`src/rtl/proctypes.sv`:
```
// Shared decode types for the instruction parser: opcode encoding and
// CTRL-op index meanings.
package proctypes;

  localparam int unsigned OP_W = 3;

  typedef enum logic [OP_W-1:0] {
    CTRL       = 3'd0,
    CAM        = 3'd1,
    LIGHT      = 3'd2,
    SHAPE      = 3'd3,
    SHAPE_WIDE = 3'd4,
    LIGHT_WIDE = 3'd5,
    ILL        = 3'd6,
    CONT       = 3'd7
  } OpCode;

  // Meaning of the index field on a CTRL op
  typedef enum int unsigned {
    CTRL_NEW_RENDER = 0,
    CTRL_NEW_FRAME  = 1
  } ctrl_idx_e;

  // Wide ops take a CONT word as their second half
  function automatic logic is_wide(input logic [OP_W-1:0] op);
    return (op == SHAPE_WIDE) || (op == LIGHT_WIDE);
  endfunction

endpackage

```
`src/rtl/sync_fifo.sv`:
```
// Synchronous FIFO: DEPTH entries of WIDTH bits, wrap-around pointers and
// occupancy count. Caller never pushes when full nor pops when empty.
//   clk, rst     clock, async active-high reset
//   flush        synchronous clear of pointers and count (wins over push/pop)
//   push, wdata  write one entry
//   pop          retire the head entry
//   rdata        head entry (contents undefined while empty)
//   count        occupancy, 0..DEPTH
module sync_fifo #(
  parameter int unsigned WIDTH = 8,
  parameter int unsigned DEPTH = 4
) (
  input  logic                     clk,
  input  logic                     rst,
  input  logic                     flush,
  input  logic                     push,
  input  logic                     pop,
  input  logic [WIDTH-1:0]         wdata,
  output logic [WIDTH-1:0]         rdata,
  output logic [$clog2(DEPTH):0]   count
);

  localparam int unsigned AW = $clog2(DEPTH);
  localparam int unsigned CW = AW + 1;

  logic [WIDTH-1:0] mem [DEPTH];
  logic [AW-1:0]    wr_ptr;
  logic [AW-1:0]    rd_ptr;

  // Pointers and occupancy
  always_ff @(posedge clk or posedge rst) begin
    if (rst) begin
      wr_ptr <= '0;
      rd_ptr <= '0;
      count  <= '0;
    end else if (flush) begin
      wr_ptr <= '0;
      rd_ptr <= '0;
      count  <= '0;
    end else begin
      if (push) wr_ptr <= wr_ptr + AW'(1);
      if (pop)  rd_ptr <= rd_ptr + AW'(1);
      case ({push, pop})
        2'b10:   count <= count + CW'(1);
        2'b01:   count <= count - CW'(1);
        default: count <= count;
      endcase
    end
  end

  // Storage needs no reset; count gates visibility
  always_ff @(posedge clk) begin
    if (push && !flush) mem[wr_ptr] <= wdata;
  end

  assign rdata = mem[rd_ptr];

endmodule

```
`src/rtl/inst_parser_q.sv`:
```
// Instruction parser with handshakes, two-word wide instructions, illegal
// flagging and a decoded-instruction output queue.
//   clk, rst, flush                    clock, async reset, sync clear
//   in_valid/in_ready, pc_in,
//   instruction                        fetch-side handshake and word
//   out_valid/out_ready, out_*         consumer-side head of queue
//   count                              queue occupancy
module inst_parser_q
  import proctypes::*;
#(
  parameter int unsigned IDX_W  = 8,
  parameter int unsigned PROP_W = 5,
  parameter int unsigned DATA_W = 16,
  parameter int unsigned PC_W   = 16,
  parameter int unsigned DEPTH  = 4
) (
  input  logic                                   clk,
  input  logic                                   rst,
  input  logic                                   flush,
  input  logic                                   in_valid,
  output logic                                   in_ready,
  input  logic [PC_W-1:0]                        pc_in,
  input  logic [OP_W+IDX_W+PROP_W+DATA_W-1:0]    instruction,
  output logic                                   out_valid,
  input  logic                                   out_ready,
  output logic [OP_W-1:0]                        out_itype,
  output logic [IDX_W-1:0]                       out_index,
  output logic [PROP_W-1:0]                      out_prop,
  output logic [PROP_W-1:0]                      out_prop2,
  output logic [DATA_W-1:0]                      out_data,
  output logic [DATA_W-1:0]                      out_data2,
  output logic [PC_W-1:0]                        out_pc,
  output logic                                   out_illegal,
  output logic [$clog2(DEPTH):0]                 count
);

  localparam int unsigned INST_W = OP_W + IDX_W + PROP_W + DATA_W;
  localparam int unsigned ENT_W  = OP_W + IDX_W + 2*PROP_W + 2*DATA_W + PC_W + 1;
  localparam int unsigned CNT_W  = $clog2(DEPTH) + 1;

  typedef enum logic {FIRST, SECOND} state_e;

  state_e            state, state_nxt;
  logic [INST_W-1:0] lat_word;
  logic [PC_W-1:0]   lat_pc;
  logic              lat_load;
  logic              accept;
  logic              push;
  logic              pop;

  // Field views of the incoming and latched words
  logic [OP_W-1:0]   in_op,   lat_op;
  logic [IDX_W-1:0]  in_idx,  lat_idx;
  logic [PROP_W-1:0] in_prop, lat_prop;
  logic [DATA_W-1:0] in_data, lat_data;

  assign in_op    = instruction[OP_W-1:0];
  assign in_idx   = instruction[OP_W +: IDX_W];
  assign in_prop  = instruction[OP_W+IDX_W +: PROP_W];
  assign in_data  = instruction[INST_W-1 -: DATA_W];
  assign lat_op   = lat_word[OP_W-1:0];
  assign lat_idx  = lat_word[OP_W +: IDX_W];
  assign lat_prop = lat_word[OP_W+IDX_W +: PROP_W];
  assign lat_data = lat_word[INST_W-1 -: DATA_W];

  // Entry being pushed this cycle
  logic [OP_W-1:0]   e_itype;
  logic [IDX_W-1:0]  e_idx;
  logic [PROP_W-1:0] e_prop, e_prop2;
  logic [DATA_W-1:0] e_data, e_data2;
  logic [PC_W-1:0]   e_pc;
  logic              e_ill;
  logic [ENT_W-1:0]  wdata, rdata;

  assign in_ready = (count < CNT_W'(DEPTH));
  assign accept   = in_valid && in_ready;
  assign pop      = out_valid && out_ready;

  // State and first-word latch
  always_ff @(posedge clk or posedge rst) begin
    if (rst) begin
      state    <= FIRST;
      lat_word <= '0;
      lat_pc   <= '0;
    end else begin
      state <= state_nxt;
      if (lat_load) begin
        lat_word <= instruction;
        lat_pc   <= pc_in;
      end
    end
  end

  // Next state and entry assembly
  always_comb begin
    state_nxt = state;
    lat_load  = 1'b0;
    push      = 1'b0;
    e_itype   = '0;
    e_idx     = '0;
    e_prop    = '0;
    e_prop2   = '0;
    e_data    = '0;
    e_data2   = '0;
    e_pc      = '0;
    e_ill     = 1'b0;
    case (state)
      FIRST: begin
        if (accept) begin
          if (is_wide(in_op)) begin
            lat_load  = 1'b1;
            state_nxt = SECOND;
          end else begin
            push    = 1'b1;
            e_itype = in_op;
            e_idx   = in_idx;
            e_prop  = in_prop;
            e_data  = in_data;
            e_pc    = pc_in;
            e_ill   = (in_op == ILL) || (in_op == CONT);
          end
        end
      end
      SECOND: begin
        if (accept) begin
          // Second word is consumed either way; a non-CONT word poisons the pair
          push      = 1'b1;
          state_nxt = FIRST;
          e_itype   = lat_op;
          e_idx     = lat_idx;
          e_prop    = lat_prop;
          e_data    = lat_data;
          e_pc      = lat_pc;
          if (in_op == CONT) begin
            e_prop2 = in_prop;
            e_data2 = in_data;
          end else begin
            e_ill = 1'b1;
          end
        end
      end
      default: state_nxt = FIRST;
    endcase
    if (flush) begin
      state_nxt = FIRST;
      lat_load  = 1'b0;
      push      = 1'b0;
    end
  end

  assign wdata = {e_itype, e_idx, e_prop, e_data, e_prop2, e_data2, e_pc, e_ill};

  sync_fifo #(
    .WIDTH (ENT_W),
    .DEPTH (DEPTH)
  ) u_fifo (
    .clk   (clk),
    .rst   (rst),
    .flush (flush),
    .push  (push),
    .pop   (pop),
    .wdata (wdata),
    .rdata (rdata),
    .count (count)
  );

  // Head fields, forced to zero while the queue is empty
  logic [OP_W-1:0]   h_itype;
  logic [IDX_W-1:0]  h_idx;
  logic [PROP_W-1:0] h_prop, h_prop2;
  logic [DATA_W-1:0] h_data, h_data2;
  logic [PC_W-1:0]   h_pc;
  logic              h_ill;

  assign {h_itype, h_idx, h_prop, h_data, h_prop2, h_data2, h_pc, h_ill} = rdata;

  assign out_valid   = (count != '0);
  assign out_itype   = out_valid ? h_itype : '0;
  assign out_index   = out_valid ? h_idx   : '0;
  assign out_prop    = out_valid ? h_prop  : '0;
  assign out_prop2   = out_valid ? h_prop2 : '0;
  assign out_data    = out_valid ? h_data  : '0;
  assign out_data2   = out_valid ? h_data2 : '0;
  assign out_pc      = out_valid ? h_pc    : '0;
  assign out_illegal = out_valid && h_ill;

endmodule

```
`config.mk`:
```
export PLATFORM = sky130hd
export DESIGN_NAME = inst_parser_q
export DESIGN_NICKNAME = d
export VERILOG_FILES = /design/src/rtl/proctypes.sv /design/src/rtl/sync_fifo.sv /design/src/rtl/inst_parser_q.sv
export SDC_FILE = /design/constraint.sdc
export NUM_CORES = 1
export LEC_CHECK = 0
export ABC_AREA = 1
export CELL_PAD_IN_SITES_DETAIL_PLACEMENT = 1
export CELL_PAD_IN_SITES_GLOBAL_PLACEMENT = 1
export CORE_MARGIN = 8
export CORE_UTILIZATION = 35
export DETAILED_ROUTE_END_ITERATION = 12
export GPL_TIMING_DRIVEN = 0
export MAX_ROUTING_LAYER = met4
export PLACE_DENSITY = 0.62
export SETUP_SLACK_MARGIN = 0.02
export SYNTH_ARGS = -nofsm -noshare
export SYNTH_HDL_FRONTEND = slang
export SYNTH_SLANG_ARGS = --single-unit
```
`constraint.sdc`:
```
create_clock -name clk -period 8.6 [get_ports clk]
set_input_delay 2.15 -clock clk [delete_from_list [all_inputs] [get_ports clk]]
set_output_delay 2.15 -clock clk [all_outputs]
set_load 0.02 [all_outputs]
```
=== Yosys cells after proc, flatten, opt, wreduce, memory -nomap -nowiden ===
Memory sizes are Yosys's and may differ from the RTL's.
Index checks and enable logic that the tools add are counted.

* Memories: 1
* Bits in writable memories: 280
* Bits in latches: 0
* Bits in read-only memories: 0
* Output and inout bits: 75
* Input bits: 53
* Bits in registers: 56

{| class="wikitable"
|+ Memories
! name !! depth !! bits a word !! read ports !! clocked after Yosys merged registers in !! wr ports !! RTL line !! RTL
|-
| u_fifo.mem || 4 || 70 || 1 || 0 || 1 || sync_fifo.sv:26 || <nowiki>logic [WIDTH-1:0] mem [DEPTH];</nowiki>
|}

* Order comparisons: 1
* Reductions and logical operators: 11
* Bitwise logic cells: 1
* Eq/ne operators: 6
* Div/mod/pow operators: 0
* Shift operators: 0
* Multiply operators: 0
* $add $sub $neg: 4
* Mux-type cells: 58

{| class="wikitable"
|+ Operators with widths
! kind !! number
|-
| two-way mux 16 bit || 12
|-
| case mux 16 bit (2 select lines) || 2
|-
| two-way mux 5 bit || 8
|-
| two-way mux 8 bit || 4
|-
| two-way mux 1 bit || 16
|-
| case mux 8 bit (2 select lines) || 1
|-
| two-way mux 3 bit || 5
|-
| equality test 3 bit, second input constant || 4
|-
| case mux 3 bit (2 select lines) || 2
|-
| case mux 5 bit (2 select lines) || 1
|-
| two-way mux 2 bit || 4
|-
| case mux 1 bit (2 select lines) || 3
|-
| nonzero test 3 bit || 2
|-
| adder 2 x 1 -> 2 bit, second input constant || 2
|-
| logical AND 1 bit || 4
|-
| nonzero test 2 bit || 2
|-
| adder 3 x 1 -> 3 bit, second input constant || 1
|-
| < comparator 3 bit, second input constant || 1
|-
| subtractor 3 x 1 -> 3 bit, second input constant || 1
|-
| equality test 2 x 1 -> 1 bit, second input constant || 1
|-
| equality test 2 bit, second input constant || 1
|-
| logical OR 1 bit || 2
|-
| logical NOT 1 bit || 1
|-
| inverter 1 bit || 1
|}

=== Longest topological paths before layout ===
Gate-level depths: netlist of the first run.

* Word-level depth: 9
* Gate-level depth with buffers: 12
* Gate-level depth less buffers: 12

=== By module ===
Synthesis of the first run repeated with hierarchy kept, for this count alone.

* Cells, all modules: 1319
* Area, all modules: 14254.9 um^2

{| class="wikitable"
|+ By module, submodules not included
! module !! instances !! sequential area each (um^2) !! cells each !! area each (um^2)
|-
| sync_fifo || 1 || 8583.2 || 736 || 10822.9
|-
| inst_parser_q || 1 || 1226.2 || 583 || 3432.0
|}

=== Worst setup path before layout of the first run ===
Ideal clock, no wire load.

* Path kind: input -> register
* Start: input in_valid
* End: memory u_fifo.mem[0][0] (netlist bit) (enable)
* Path buffers: 0
* Arrival time: 5433 ps
* Stages on the path: 4
* Library setup time: 499 ps
* Slack: 2669 ps
* Cell sequence: nand2_4 -> nor2_8 -> nand2_1 -> nor2_1

* Word-level cells in the longest chain between the ends: 7

{| class="wikitable"
|+ RTL lines
! item !! RTL line !! RTL
|-
| start, declared || inst_parser_q.sv:20 || <nowiki>input logic in_valid,</nowiki>
|-
| logical AND 1 bit (*) || inst_parser_q.sv:76 || <nowiki>assign accept = in_valid && in_ready;</nowiki>
|-
| two-way mux 1 bit (on tied branches) || inst_parser_q.sv:125, inst_parser_q.sv:109 ||
|-
| case mux 1 bit (2 select lines) (*) || inst_parser_q.sv:107 || <nowiki>case (state)</nowiki>
|-
| two-way mux 1 bit (*) || inst_parser_q.sv:144 || <nowiki>if (flush) begin</nowiki>
|-
| logical AND 1 bit (*) || sync_fifo.sv:53 || <nowiki>if (push && !flush) mem[wr_ptr] <= wdata;</nowiki>
|-
| two-way mux 1 bit (*) || sync_fifo.sv:53 ||
|-
| two-way mux 1 bit (implied by the code) (*) || sync_fifo.sv:53 ||
|-
| end, declared || sync_fifo.sv:26 ||
|}

Mark *: on every way between the ends. The rest lies on a longest branch, timed or not.

=== Worst setup path after layout of the first run ===
* Start: register u_fifo.rd_ptr[0]
* End: output out_illegal

* Word-level cells in the longest chain between the ends: 2

{| class="wikitable"
|+ RTL lines
! item !! RTL line !! RTL
|-
| start, declared || sync_fifo.sv:28 || <nowiki>logic [AW-1:0] rd_ptr;</nowiki>
|-
| start signal, assigned || sync_fifo.sv:42 || <nowiki>if (pop) rd_ptr <= rd_ptr + AW'(1);</nowiki>
|-
| memory read (4 x 70 bit) || n/a ||
|-
| logical AND 1 bit || inst_parser_q.sv:185 || <nowiki>assign out_illegal = out_valid && h_ill;</nowiki>
|-
| end, declared || inst_parser_q.sv:33 || <nowiki>output logic out_illegal,</nowiki>
|}

Every way passes these cells.

==> results of run 1 <==
[critical path, cell delays in order (launching register included)]
cell             delay, ns
dfrtp_1               0.36
buf_2                 0.21
inv_2                 0.21
buf_2                 0.35
clkbuf_1              0.50
o21ai_0               0.25
a21oi_1               0.34
clkdlybuf4s50_1       0.69
[Yosys cell counts, drive strengths merged]
master	n
a21oi	76
fa	1
nand3b	1
nand2	70
nand3	54
a21boi	1
o31ai	2
o22ai	1
inv	49
clkbuf	53
ha	4
dfrtp	56
xor2	1
o21ai	216
nor2	307
edfxtp	280
nand4	3
nor3	2
buf	26
mux2	18
[kinds of logic after synthesis]
kind of cell    Yosys count
simple gates            437
flops                   336
compound gates          296
buf+inv                 128
mux                      18
fa+ha+maj                 5
xor+xnor                  1
[state kept, by name (all words and copies together), names as in the netlist]
register	flops
u_fifo.wr_ptr	2
lat_word	32
u_fifo.count	3
u_fifo.mem	280
u_fifo.rd_ptr	2
state	1
lat_pc	16
[final cells by class]
class	count	area (um^2)
Fill cell	4219	22030
Multi-Input combinational cell	757	3610
Antenna cell	1	2.502
Sequential cell	336	9809
Clock buffer	53	1101
Inverter	49	183.9
Clock inverter	14	136.4
Tap cell	525	656.9
Timing Repair Buffer	140	1584
Buffer	79	345.3
[where the power goes]
group / total, uW / internal, uW / switching [uW] / leakage [uW]
sequential: 2090 / 2000 / 82.6 / 0.00337
clock: 1610 / 979 / 629 / 0.000598
combinational: 1930 / 690 / 1240 / 0.00239
total: 5620 / 3670 / 1950 / 0.00636
[per-layer routing]
layer / global-route usage, % / wire (um) / up-vias
li1: - / - / 4617
met1: 24.14 / 19160 / 5058
met2: 30.47 / 20930 / 229
met3: 2.811 / 1740 / 57
met4: 5.039 / 1011 / 0
met5: - / 0 / -
[worst paths after layout]
| kind | end | startpoint | slack (ns) |
|---|---|---|---|
| worst max-delay path | out_illegal | u_fifo.rd_ptr[0]$_DFFE_PP0P_ | 3.01 |
| worst min-delay path | lat_word[2]$_DFFE_PP0P_ | lat_word[2]$_DFFE_PP0P_ | 0.48 |
| worst max register to register | u_fifo.mem[1][22]$_DFFE_PP_ | u_fifo.count[2]$_DFFE_PP0P_ | 6.07 |
| worst min register to register | lat_word[2]$_DFFE_PP0P_ | lat_word[2]$_DFFE_PP0P_ | 0.48 |
| max in group asynchronous | lat_word[25]$_DFFE_PP0P_ | rst | 5.94 |
| min in group asynchronous | u_fifo.count[1]$_DFFE_PP0P_ | rst | 2.04 |
[stage by stage]
step           std cells  setup WS (ns)  power (uW)  cell area (um^2)  hold WS, ns
2_1_floorplan       1221          2.669        3143             13920       0.4218
3_3_place_gp        1873        -0.7275        4029             15850       0.4363
3_5_place_dp        1886          3.545        4085             16190       0.4679
4_1_cts             1953          2.957        5715             17430       0.4824
5_1_grt             1954          2.908        5911             17430       0.4946
6_report            1954          3.007        5624             17430       0.4785
==> metrics.yaml, run 1 <==
ant_nets: 0
yosysTopAreaCell: "edfxtp_1"
path_class: "flip-flop to output port"
synthSimpleGateAreaFrac_pct: 12.61
end_kind: "output port"
maxSlewHeadroom_pct: 53.31
grt_max_degree: 32
final_nets: 1459
cp-start-kind: "flip-flop"
coreArea_mm2: 0.03946
vdd_drop_max_mv: 0.1703
cts-root-buf: "clkbuf_16"
final_util_pct: 44.17
viasPerCell: 5.098
drc: 0
synthTopCellsByArea: "edfxtp_1, dfrtp_1, nor2_1, o21ai_0, a21oi_1"
worstHoldPathType: "flip-flop to flip-flop"
reg2regPathDepth: 7
cts_max_level: 2
dr.pass1.iters: 5
ys_warn_count: 0
path_max_fanout: 10
gp_congestion: 0.7656
period_minus_slack_ns: 5.593
grt_pass1_wl_um: 64880
antenna_found_initial: 1
synth_top_family_by_area: "simple AND/OR/NAND/NOR gates"
synth_xor_area_share_pct: 0.06293
synthMuxAreaShare_pct: 1.834
crit_arrival_ns: 3.44
rsz0062_at_grt: "no"
most-common-layout-cells: "nor2_1, edfxtp_1, o21ai_0"
setup_viol: 0
cts_buffer_depth: 3
finalMaxSlewViolations: 0
drtIter0Drc: 555
max_freq_ghz: 0.1788
mostFrequentLayoutCell: "nor2_1"
clk_transition_reported_paths_ns: 0.06
holdPathStages: 2
synth_top_area_share_pct: 60.41
portBuffers: 127
avgSynthCellArea_um2: 11.40
status: "completed"
finClkSkew_ns: 0.01347
die_y_um: 215.4
cts_resized: 0
wire_per_inst_um: 21.93
fp.dieW_um: 215.4
leakage_uw: 0.006358
die-area_mm2: 0.04640
cts_tree: "built"
rows: 73
required_ns: 6.45
setup_tns_ns: 0
synth_compound_area_share_pct: 10.71
powerDensity_mw_per_mm2: 322.7
ys_types: 28
grt_pass1_vias: 10441
cts_buffers: 38
clock_latency_ns: 0.52
clock-sinks: 336
cap_violations: 0
synthToLayoutAreaGrowth_pct: 25.22
hold_buffers: 0
cts_setup_buffers: 0
io_pins: 128
syn-instance-count: 1221
initial_core_util_pct: 35.27
drive_above_1_share_pct: 8.473
min_period_over_period_pct: 65.04
drt-total-wl_um: 42840
tightest_slew_ns: 0.6988
synthAdderAreaFrac_pct: 0.5034
vias: 9961
hold_viol_final: 0
synth-seq-area-share_pct: 70.48
synth_nets: 1279
track_usage_pct: 18.65
synth-seq-cells: 336
overflow: 0
hpwl_um: 29180
syn-cell-area_mm2: 0.01392
No activity file was read; power rests on OpenSTA's default activity.
==> run 2, diff against run 1 <==
--- a/config.mk
+++ b/config.mk
@@ -13,7 +13,7 @@
 export DETAILED_ROUTE_END_ITERATION = 12
 export GPL_TIMING_DRIVEN = 0
 export MAX_ROUTING_LAYER = met4
-export PLACE_DENSITY = 0.62
+export PLACE_DENSITY = 0.65
 export SETUP_SLACK_MARGIN = 0.02
 export SYNTH_ARGS = -nofsm -noshare
 export SYNTH_HDL_FRONTEND = slang
==> constraint.sdc (replaced) <==
create_clock -name clk -period 4.7 [get_ports clk]
set_input_delay 1.175 -clock clk [delete_from_list [all_inputs] [get_ports clk]]
set_output_delay 1.175 -clock clk [all_outputs]
set_load 0.02 [all_outputs]
==> run 2 against run 1 <==
Sequential power increased by 83%. Worst setup slack worse by 2.9 ns. Via count increased by 0.19%. Global-route usage hardly changed. Critical path type unchanged. Sequential share of layout area is 0.14 points higher. Worst hold slack worse by 0.019 ns. Power up 83%. Final cell count rose by 0.10%. Sequential cell count unchanged. Critical path depth unchanged.
==> metrics.yaml, run 2 (same netlist as run 1, synthesis figures left out) <==
status: "completed"  # unchanged
clock-sinks: 336  # unchanged
drtIter0Drc: 679  # was 555
use_met3_pct: 3.427  # was 2.811%
rrSetupSlack_ns: 2.19  # was 6.07 ns
crit_chain: "buf_2 > inv_2 > buf_2 > clkbuf_1 > o21ai_0 > a21oi_1 > clkdlybuf4s50_1"  # unchanged
rsz0062_at_grt: "no"  # unchanged
wire_per_inst_um: 22.01  # was 21.93 um
cts_buffers: 38  # unchanged
hold_buffers: 0  # unchanged
pwr-share-clk_pct: 28.6  # about the same
grt_max_degree: 31  # was 32
vdd_drop_max_mv: 0.2834  # was 0.1703 mV
cts_max_level: 2  # unchanged
clock_latency_ns: 0.52  # about the same
seqPwrFrac_pct: 37.0  # was 37.1%
cts_tree: "built"  # unchanged
path_class: "flip-flop to output port"  # unchanged
grt_pass1_vias: 10587  # was 10,441
overflow: 0  # unchanged
viasPerCell: 5.102  # was 5.098
tightest_slew_ns: 0.8221  # was 0.6988 ns
finalMaxSlewViolations: 0  # unchanged
required_ns: 3.52  # was 6.45 ns
min_period_over_period_pct: 97.32
clk_transition_reported_paths_ns: 0.06  # about the same
fillers: 4271  # was 4,219
netSwitchingFraction_pct: 35.15  # was 34.69%
antenna_found_initial: 1  # unchanged
rows: 73  # unchanged
combPwrFrac_pct: 34.4  # was 34.3%
use_met1_pct: 24.57  # was 24.14%
p_sw_uw: 3626  # was 1951 uW
period_minus_slack_ns: 4.574
initial_core_util_pct: 35.27  # unchanged
whs_ns: 0.4592  # was 0.4785 ns
finClkSkew_ns: 0.01060  # was 0.01347 ns
startpoint: "u_fifo.rd_ptr[0]$_DFFE_PP0P_"  # unchanged
maxSlewHeadroom_pct: 45.06  # was 53.31%
io_pins: 128  # unchanged
p_int_uw: 6690  # was 3673 uW
vias: 9980  # was 9,961
hold_viol_final: 0  # unchanged
reg2reg_to: "u_fifo.mem[0][29]$_DFFE_PP_"  # was u_fifo.mem[1][22]$_DFFE_PP_
drt-total-wl_um: 43040  # was 42,840 um
cp-start-kind: "flip-flop"  # unchanged
setup_viol: 0  # unchanged
final_nets: 1458  # was 1,459
place_ws_ns: 0.6393  # was 3.545 ns
drc: 0  # unchanged
powerDensity_mw_per_mm2: 593.4  # was 322.7 mW/mm^2
endpoint: "out_illegal"  # unchanged
grt_pass1_wl_um: 65090  # was 64,880 um
die_y_um: 215.4  # unchanged
end_kind: "output port"  # unchanged
largest_reg_flops: 280  # unchanged
largest_register: "u_fifo.mem"  # unchanged
path_buf_inv: 5  # unchanged
max_freq_ghz: 0.2186
cts_buffer_depth: 3  # unchanged
r2r-start: "u_fifo.count[2]$_DFFE_PP0P_"  # unchanged
path_max_fanout: 10  # unchanged
cpPeakStageDelay_ns: 0.70  # was 0.69 ns
gp_congestion: 0.7947  # was 0.7656
reg.largest.list: "u_fifo.mem (280), lat_word (32), lat_pc (16)"  # unchanged
drive_above_1_share_pct: 8.881  # was 8.473%
mostFrequentLayoutCell: "nor2_1"  # unchanged
fp.dieW_um: 215.4  # unchanged
critical_path_depth: 7  # unchanged
finalPower_uw: 10320  # was 5624 uW
track_usage_pct: 18.61  # was 18.65%
cts-root-buf: "clkbuf_16"  # unchanged
cts_setup_buffers: 0  # unchanged
reg2regPathDepth: 7  # unchanged
hpwl_um: 28670  # was 29,180 um
slowest_stage: "clkdlybuf4s50_1"  # unchanged
worst_slack_ns: 0.1261  # was 3.007 ns
dr.pass1.iters: 5  # unchanged
leakage_uw: 0.006346  # was 0.006358 uW
worst_path_most_repeated_cell: "buf_2"  # unchanged
ant_nets: 0  # unchanged
grt-busiest-layer: "met2"  # unchanged
most-common-layout-cells: "nor2_1, edfxtp_1, o21ai_0"  # unchanged
cts_resized: 0  # unchanged
synthToLayoutAreaGrowth_pct: 24.91  # was 25.22%
coreArea_mm2: 0.03946  # unchanged
use_met2_pct: 29.56  # was 30.47%
die-area_mm2: 0.04640  # unchanged
setup_tns_ns: 0  # unchanged
crit_arrival_ns: 3.40  # was 3.44 ns
portBuffers: 127  # unchanged
worstHoldPathType: "flip-flop to flip-flop"  # unchanged
cap_violations: 0  # unchanged
crit_family: "buffers and inverters"  # unchanged
## run 2: cell types whose count changed in the layout (fill, tap and decap cells not counted)
cell,previous run,this run
clkbuf_8,3,4
buf_16,7,3
clkbuf_1,62,64
clkinv_1,9,3
bufinv_16,3,2
clkinvlp_4,1,2
clkinv_2,1,7
buf_12,6,9
## run 2: cell type report
| cell class | count | area [um^2] | share of cell area [%] |
|---|---|---|---|
| diodes | 1 | 2.502 | 0.01439 |
| plain buffers | 79 | 345.3 | 1.986 |
| clock buffers | 56 | 1122 | 6.456 |
| clock inverters | 14 | 121.4 | 0.6981 |
| inverters | 49 | 183.9 | 1.058 |
| multi-input cells | 757 | 3610 | 20.76 |
| flip-flops and latches | 336 | 9809 | 56.42 |
| well taps | 525 | 656.9 | 3.778 |
| repair buffers | 139 | 1534 | 8.823 |
## run 2: worst min path at each step
stage,start,endpoint,slack (ns),depth (start not counted)
after floorplan,lat_word[2]$_DFFE_PP0P_,lat_word[2]$_DFFE_PP0P_,0.42,2
after global placement,lat_word[2]$_DFFE_PP0P_,lat_word[2]$_DFFE_PP0P_,0.44,2
after detailed placement,lat_word[2]$_DFFE_PP0P_,lat_word[2]$_DFFE_PP0P_,0.45,2
after CTS,lat_word[2]$_DFFE_PP0P_,lat_word[2]$_DFFE_PP0P_,0.46,2
after global routing,lat_word[2]$_DFFE_PP0P_,lat_word[2]$_DFFE_PP0P_,0.46,2
final,lat_word[2]$_DFFE_PP0P_,lat_word[2]$_DFFE_PP0P_,0.46,2
## run 2: power by group through the flow
stage	combinational, uW	clock (uW)	sequential, uW
2_1_floorplan	1890	0	3860
3_3_place_gp	3480	0	3890
3_5_place_dp	3590	0	3870
4_1_cts	3620	3000	3820
5_1_grt	3850	3100	3850
6_report	3550	2950	3820
## run 2: stage by stage
stage	util, %	instance area [um^2]	cells
2_1_floorplan	-	13920	1221
3_3_place_gp	40.16	15850	1873
3_5_place_dp	40.90	16140	1885
4_1_cts	44.05	17380	1955
5_1_grt	44.06	17390	1956
6_report	44.06	17390	1956
## run 2: layer usage
layer,vias to the layer above,wire length (um),part of all wire (%)
met2,276,20230,47
met5,-,0,0
li1,4625,-,-
met1,5019,19880,46
met3,60,2101,4.9
met4,0,828,1.9
## run 2: worst min-delay path, delay by kind of cell, from the launching register on
kind / cells / cell delay (ns)
buffers and inverters: 1 / 0.04
flip-flops: 1 / 0.32
AND/OR/NAND/NOR: 1 / 0.06
==> run 3, diff against run 2 <==
--- a/config.mk
+++ b/config.mk
@@ -9,11 +9,11 @@
 export CELL_PAD_IN_SITES_DETAIL_PLACEMENT = 1
 export CELL_PAD_IN_SITES_GLOBAL_PLACEMENT = 1
 export CORE_MARGIN = 8
-export CORE_UTILIZATION = 35
+export CORE_UTILIZATION = 42
 export DETAILED_ROUTE_END_ITERATION = 12
 export GPL_TIMING_DRIVEN = 0
 export MAX_ROUTING_LAYER = met4
-export PLACE_DENSITY = 0.65
+export PLACE_DENSITY = 0.75
 export SETUP_SLACK_MARGIN = 0.02
 export SYNTH_ARGS = -nofsm -noshare
 export SYNTH_HDL_FRONTEND = slang
==> run 3 against run 2 <==
Sequential share of layout area grew 1.1 points. Via count grew 3.0%. Final cell count is 4.7% lower. Utilization is 8.2 points higher. Critical endpoint is now out_pc[2]. Clock power is 12% lower. Largest power group unchanged. Clock skew decreased by 0.0025 ns. Sequential cell count did not move. Clock-buffer cell count decreased by 5. Design area fell by 1.9%. Routed wire length shrank 0.55%. Critical path type unchanged.
==> metrics.yaml, run 3 (same netlist as run 1, synthesis figures left out) <==
rows: 66  # was 73
clock_latency_ns: 0.51  # was 0.52 ns
overflow: 0  # unchanged
grt_pass1_wl_um: 65180  # was 65,090 um
synthToLayoutAreaGrowth_pct: 22.49  # was 24.91%
gp_congestion: 0.8176  # was 0.7947
drive_above_1_share_pct: 8.158  # was 8.881%
crit_arrival_ns: 3.31  # was 3.40 ns
cts_setup_buffers: 0  # unchanged
fp.dieW_um: 198.0  # was 215.4 um
min_period_over_period_pct: 95.43  # was 97.32%
die-area_mm2: 0.03922  # was 0.04640 mm^2
finalPower_uw: 9973  # was 10,320 uW
coreArea_mm2: 0.03262  # was 0.03946 mm^2
worst_slack_ns: 0.2148  # was 0.1261 ns
cts_max_level: 2  # unchanged
clock-sinks: 336  # unchanged
combPwrFrac_pct: 35.4  # was 34.4%
track_usage_pct: 22.38  # was 18.61%
mostFrequentLayoutCell: "nor2_1"  # unchanged
end_kind: "output port"  # unchanged
most-common-layout-cells: "nor2_1, edfxtp_1, o21ai_0"  # unchanged
reg2regPathDepth: 7  # unchanged
rsz0062_at_grt: "no"  # unchanged
ant_nets: 0  # unchanged
dp.cells: 1800  # was 1,885
finalMaxSlewViolations: 0  # unchanged
drtIter0Drc: 684  # was 679
max_freq_ghz: 0.2230  # was 0.2186 GHz
place_area_mm2: 0.01598  # was 0.01614 mm^2
largest_register: "u_fifo.mem"  # unchanged
dr.pass1.iters: 5  # unchanged
cts_buffers: 37  # was 38
use_met1_pct: 27.55  # was 24.57%
initial_core_util_pct: 42.67  # was 35.27%
vdd_drop_max_mv: 0.3016  # was 0.2834 mV
cts_tree: "built"  # unchanged
grt_pass1_vias: 11134  # was 10,587
hold_viol_final: 0  # unchanged
reg.largest.list: "u_fifo.mem (280), lat_word (32), lat_pc (16)"  # unchanged
wire_per_inst_um: 22.95  # was 22.01 um
hpwl_um: 29060  # was 28,670 um
setup_viol: 0  # unchanged
netSwitchingFraction_pct: 35.72  # was 35.15%
setup_tns_ns: 0  # unchanged
required_ns: 3.52  # about the same
hold_buffers: 0  # unchanged
use_met3_pct: 3.922  # was 3.427%
status: "completed"  # unchanged
p_int_uw: 6410  # was 6690 uW
place_ws_ns: 0.6774  # was 0.6393 ns
die_y_um: 198.0  # was 215.4 um
p_sw_uw: 3562  # was 3626 uW
path_max_fanout: 10  # unchanged
cp-start-kind: "flip-flop"  # unchanged
holdPathStages: 2  # unchanged
portBuffers: 127  # unchanged
pwr-share-clk_pct: 26.2  # was 28.6%
viasPerCell: 5.513  # was 5.102
leakage_uw: 0.006243  # was 0.006346 uW
clk_transition_reported_paths_ns: 0.06  # about the same
final_nets: 1455  # was 1,458
use_met2_pct: 37.33  # was 29.56%
worstHoldPathType: "flip-flop to flip-flop"  # unchanged
postLayoutCellArea_mm2: 0.01705  # was 0.01739 mm^2
finClkSkew_ns: 0.008080  # was 0.01060 ns
maxSlewHeadroom_pct: 50.89  # was 45.06%
cts-root-buf: "clkbuf_16"  # unchanged
drt-total-wl_um: 42810  # was 43,040 um
grt-busiest-layer: "met2"  # unchanged
io_pins: 128  # unchanged
path_class: "flip-flop to output port"  # unchanged
powerDensity_mw_per_mm2: 585.0  # was 593.4 mW/mm^2
cap_violations: 0  # unchanged
grt_max_degree: 41  # was 31
drc: 0  # unchanged
cts_resized: 0  # unchanged
tightest_slew_ns: 0.7349  # was 0.8221 ns
largest_reg_flops: 280  # unchanged
cts_buffer_depth: 3  # unchanged
instances_no_fill: 1865  # was 1,956
antenna_found_initial: 1  # unchanged
fillers: 3437  # was 4,271
period_minus_slack_ns: 4.485  # was 4.574 ns
seqPwrFrac_pct: 38.4  # was 37.0%
vias: 10282  # was 9,980
==> run 3: cell types whose count changed in the layout (fill, tap and decap cells not counted), sizes merged <==
cell / previous run / this run
clkinv: 10 / 13
bufinv: 2 / 0
buf: 38 / 36
clkbuf: 109 / 104
clkinvlp: 2 / 0
==> run 3: worst paths after layout <==
path                                              startpoint                           to  slack, ns
worst max-delay path            u_fifo.rd_ptr[0]$_DFFE_PP0P_                    out_pc[2]       0.21
worst min-delay path                 lat_word[2]$_DFFE_PP0P_      lat_word[2]$_DFFE_PP0P_       0.47
worst max register to register   u_fifo.count[2]$_DFFE_PP0P_  u_fifo.mem[0][29]$_DFFE_PP_       2.03
worst min register to register       lat_word[2]$_DFFE_PP0P_      lat_word[2]$_DFFE_PP0P_       0.47
max in group asynchronous                                rst     lat_word[11]$_DFFE_PP0P_       3.10
min in group asynchronous                                rst       lat_pc[13]$_DFFE_PP0P_       1.00
==> run 3: layer usage <==
| metal | up-vias | part of all wire [%] | wire [um] |
|---|---|---|---|
| met3 | 72 | 6.0 | 2554 |
| met4 | 0 | 2.7 | 1159 |
| met5 | - | 0 | 0 |
| met1 | 5254 | 42 | 17800 |
| li1 | 4613 | - | - |
| met2 | 343 | 50 | 21300 |
==> run 3: worst max-delay path, cell delays in order (launching register included) <==
cell             delay (ns)
dfrtp_1                0.35
buf_2                  0.20
inv_2                  0.21
buf_2                  0.39
clkbuf_1               0.43
o21ai_0                0.18
a21oi_1                0.34
clkdlybuf4s50_1        0.69
==> run 3: metrics by stage <==
step	hold WS [ns]	util (%)
floorplan	0.4218	-
global placement	0.4388	48.26
detailed placement	0.4473	48.99
CTS	0.4609	52.26
global route	0.5058	52.27
finish	0.4709	52.27
==> run 3: final cells by class <==
type / count / area (um^2) / share of cell area [%]
clock inverter: 13 / 56.30 / 0.3303
inverter: 49 / 183.9 / 1.079
antenna: 1 / 2.502 / 0.01468
timing repair buffer: 137 / 1479 / 8.675
buffer: 79 / 346.6 / 2.033
clock buffer: 51 / 1008 / 5.915
multi-input combinational: 757 / 3610 / 21.17
tap: 442 / 553.0 / 3.244
sequential: 336 / 9809 / 57.54
==> run 3: power groups by stage <==
stage	sequential, uW	combinational, uW	clock [uW]
after CTS	3830	3580	2650
after detailed placement	3880	3550	0
after global placement	3880	3390	0
after floorplan	3860	1890	0
final	3830	3530	2610
after global routing	3860	3820	2750
==> edit 1 (settings of run 1) <==
Change the parameter `IDX_W` from 8 to 9.
--- a/src/rtl/inst_parser_q.sv
+++ b/src/rtl/inst_parser_q.sv
@@ -10,3 +10,3 @@
 #(
-  parameter int unsigned IDX_W  = 8,
+  parameter int unsigned IDX_W  = 9,
   parameter int unsigned PROP_W = 5,
Interface: changed (resized instruction and out_index); port bits go from 128 to 130. The function was not compared with the original's and may differ.
==> edit 1 against run 1 <==
Count of clock-buffer cells in the layout is 1 higher. First-iteration DRC count is 8.8% higher. Synthesized area grew 1.3%. Combinational power decreased by 9%. Cell area up 1.3%. Critical path depth unchanged. Wire length up 1.9%. Worst setup slack gained 0.13 ns. Total power decreased by 2.3%. Sequential cell count grew 5. Die area rose by 1.2%. Worst hold slack lost 0.021 ns. Critical endpoint is now out_prop[3].
==> edit 1: results (changes against run 1) <==
metric	value	unit	change
hold_end	lat_word[2]		
final_nets	1480		+1.4%
synthTopCellsByArea	edfxtp_1 61%, dfrtp_1 10%, nor2_1 8.3%		
use_met1	23.72	%	-0.42 points
synthAdderAreaFrac	0.4972	%	-0.0063 points
min_from	lat_word[2]		
synth_xor_area_share	0.06214	%	-0.00078 points
grt_pass1_vias	10900		+4.4%
drive_gt1_share	9.241	%	+0.77 points
pg_comb	1.76	mW	-9%
irDropWorstVdd	0.1193	mV	-30%
grt_usage	18.88	%	+0.22 points
io_buffers	129		+1.6%
globalplace.congestion	0.7710		+0.71%
fin_area	17660	um^2	+1.3%
place_inst	1905		+1.0%
largest_register_ffs	284		+1.4%
fillers	4239		+0.47%
ys_async_sr_fraction	16.72	%	+0.049 points
ys_types	28		unchanged
placed_area	16380	um^2	+1.2%
cts_buffer_depth	3		unchanged
status	completed		
wl_met1	19370	um	+1.1%
wl_met2	21350	um	+2.0%
viasPerCell	5.129		+0.60%
grt_max_degree	34		+6.3%
reg_top3	u_fifo.mem: 284 flops, lat_word: 33 flops, lat_pc: 16 flops		
syn-num-nets	1297		+1.4%
power.switching	1.855	mW	-4.9%
synth.area.mux_share	1.598	%	-0.24 points
cp.arrival	3.31	ns	-0.13 ns
place_hpwl	29390	um	+0.70%
hold_slack	0.4573	ns	-0.02128 ns
synth_edf_count	284		+1.4%
slew_headroom	45.08	%	-8.2 points
r2r_end	u_fifo.mem[2][35]		
synth-compound-area-share	10.68	%	-0.027 points
grt_use_met3	3.217	%	+0.41 points
met2_usage	31.32	%	+0.85 points
grt_first_pass_wirelength	65830	um	+1.5%
powerClk	1.66	mW	+3%
wl_met3	1981	um	+14%
synth_common_cells	310 x nor2_1, 284 x edfxtp_1, 219 x o21ai_0, 76 x a21oi_1, 71 x nand2_1		
fin_cells	1976		+1.1%
drtIter0Drc	604		+8.8%
fin_worst_skew	0.008765	ns	-0.004704 ns
ys_seq_area_share	70.63	%	+0.15 points
syn_inst	1238		+1.4%
dp_slack	3.629	ns	+0.08393 ns
drt-total-wl	43680	um	+1.9%
p_leak	6.439	nW	+1.3%
cts_buffers	39		+2.6%
insertion_delay	0.53	ns	
slowest_delay	0.66	ns	-0.03 ns
rrSetupSlack	5.93	ns	-0.14 ns
-- edit 1: changes by cell type in the layout (fill, tap and decap cells not counted), sizes merged, moves of 2 or more --
cell,change
clkbuf,-9
buf,+11
clkinvlp,+2
nor2,+4
o21ai,+3
nand2,+3
nand4,-2
inv,+2
edfxtp,+4
clkdlybuf4s50,+2
-- edit 1: worst max path at each step --
stage	slack, ns	endpoint
2_1_floorplan	2.63	u_fifo.mem[0][0]
3_3_place_gp	-0.88	u_fifo.mem[0][47]
3_5_place_dp	3.63	out_prop[3]
4_1_cts	3.05	out_prop[3]
5_1_grt	2.98	out_prop[3]
6_report	3.14	out_prop[3]
-- edit 1: layout make-up --
type,count,share of cell area (%)
Buffer,80,2.033
Antenna cell,1,0.01417
Sequential cell,341,56.36
Inverter,51,1.098
Tap cell,525,3.719
Timing Repair Buffer,142,9.039
Multi-Input combinational cell,766,20.47
Clock inverter,16,1.063
Clock buffer,54,6.199
==> edit 2 (config.mk and constraints of run 1) <==
Without the edit above. Put a register stage on the output `count`. The value now appears one clock later. The other outputs are not delayed to match.
--- a/src/rtl/inst_parser_q.sv
+++ b/src/rtl/inst_parser_q.sv
@@ -42,2 +42,4 @@
 
+  logic [$clog2(DEPTH):0] count_d;
+
   state_e            state, state_nxt;
@@ -74,3 +76,3 @@
 
-  assign in_ready = (count < CNT_W'(DEPTH));
+  assign in_ready = (count_d < CNT_W'(DEPTH));
   assign accept   = in_valid && in_ready;
@@ -163,3 +165,3 @@
     .rdata (rdata),
-    .count (count)
+    .count (count_d)
   );
@@ -176,3 +178,3 @@
 
-  assign out_valid   = (count != '0);
+  assign out_valid   = (count_d != '0);
   assign out_itype   = out_valid ? h_itype : '0;
@@ -186,2 +188,6 @@
 
+  always_ff @(posedge clk) begin
+    count <= count_d;
+  end
+
 endmodule
Behaviour: not the same (a bounded check fails within 4 cycles, from zero or initial values and one cycle with rst high).
==> edit 2 against run 1 <==
Synthesized area increased by 0.27%. Wire length decreased by 0.36%. Non-clock buffer count unchanged. Total power decreased by 5.7%. Clock skew increased by 0.0048 ns. Sequential cell count increased by 3. Die area increased by 0.25%. Fmax increased by 2.3%. Synthesized cell count about the same. Worst setup slack improved by 0.13 ns. Worst hold slack got worse by 0.021 ns. Count of clock-buffer cells in the layout increased by 2. Cell area decreased by 0.50%.
==> edit 2: results (changes against run 1) <==
metric	value	unit	change
status	completed		
viasPerCell	5.125		+0.53%
synth_edf_count	280		unchanged
finalSetupViolCount	0		unchanged
startpoint	u_fifo.rd_ptr[0]		
placed_area	16190	um^2	unchanged
grt_usage	18.43	%	-0.22 points
ys_types	27		-3.6%
p_leak	6.330	nW	-0.44%
wl_per_cell	21.83	um	-0.46%
r2r_end	u_fifo.mem[0][48]		
clkTransAtPathRegs	0.06	ns	about the same
drtIter0Drc	659		+19%
globalplace.congestion	0.7687		+0.40%
min_from	lat_word[2]		
cts_buffers	37		-2.6%
slew_headroom	48.59	%	-4.7 points
hold_path_depth	2		unchanged
synthTopCellsByArea	edfxtp_1 60%, dfrtp_1 10%, nor2_1 8.2%		
grt_pass1_vias	10730		+2.8%
cts_buffer_depth	3		unchanged
hold_end	lat_word[2]		
grt_max_degree	35		+9.4%
syn-num-nets	1280		+0.078%
place_hpwl	29090	um	-0.30%
first_pass_iters	5		unchanged
rrSetupSlack	6.23	ns	+0.16 ns
antenna_found_initial	1		unchanged
fillers	4215		-0.095%
grt_first_pass_wirelength	64530	um	-0.54%
ys_async_sr_fraction	16.52	%	-0.15 points
synth_common_cells	306 x nor2_1, 280 x edfxtp_1, 215 x o21ai_0, 75 x a21oi_1, 70 x nand2_1		
ys_seq_area_share	70.72	%	+0.24 points
rr_worst_depth	7		unchanged
cp_max_fo	10		unchanged
cts_root_buf	clkbuf_16		
irDropWorstVdd	0.1442	mV	-15%
drive_gt1_share	8.601	%	+0.13 points
postCtsSetupRepairBufs	0		unchanged
htree_num_levels	2		unchanged
crit_family	buffers and inverters		
fin_worst_skew	0.01831	ns	+0.004842 ns
slowest_delay	0.68	ns	
yosys_most_used_dff	edfxtp_1		
edit 2: layer usage:
metal / up-vias / track usage, % / part of all wire [%]
li1: 4616 / - / -
met3: 80 / 2.531 / 3.7
met5: - / - / 0
met1: 5104 / 23.54 / 45
met4: 0 / 5.129 / 2.7
met2: 224 / 30.55 / 49
edit 2: layout make-up:
cell class | count | share of cell area, %
plain buffers | 79 | 1.999
inverters | 49 | 1.061
diodes | 1 | 0.01443
clock buffers | 55 | 6.263
well taps | 525 | 3.788
clock inverters | 13 | 0.3680
multi-input cells | 755 | 20.68
flip-flops and latches | 339 | 56.91
repair buffers | 140 | 8.918
edit 2: power by group:
part	switching, mW	internal (mW)
combinational	1.11	0.634
clock	0.619	0.874
sequential	0.0787	1.99
total	1.81	3.50
edit 2: cells by family (layout without fill, tap and decap cells):
logic type | count (synthesis) | after routing | share of synthesized area [%]
muxes | 19 | 19 | 1.937
xor gates and xnor gates | 1 | 1 | 0.06277
and+or+nand+nor | 436 | 436 | 12.37
AOI/OAI and AO/OA | 294 | 294 | 10.61
buffers and inverters | 128 | 336 | 3.801
DFF | 339 | 339 | 70.72
other | 0 | 1 | 0
adders and majority gates | 5 | 5 | 0.5021
edit 2: worst min-delay path, cell delays in order, from the launching register on:
cell and delay, ns:
dfrtp_1 0.32, inv_1 0.05, nand2_1 0.05
edit 2: how the worst max path moves through the flow:
stage / to / slack (ns)
2_1_floorplan: u_fifo.mem[0][0] / 2.68
3_3_place_gp: u_fifo.mem[1][25] / -0.83
3_5_place_dp: out_prop[3] / 3.70
4_1_cts: out_pc[1] / 3.11
5_1_grt: out_pc[1] / 3.02
6_report: out_pc[1] / 3.13
edit 2: per-stage QoR:
stage                     setup TNS, ns  utilization (%)  instances  setup WS, ns  hold WS (ns)
after floorplan                       0                -       1222         2.683        0.4181
after global placement          -191.46            40.16       1874       -0.8324        0.4400
after detailed placement              0            40.93       1887         3.699        0.4438
after CTS                             0            43.84       1955         3.108        0.4597
after global routing                  0            43.85       1956         3.015        0.4818
final                                 0            43.85       1956         3.133        0.4576
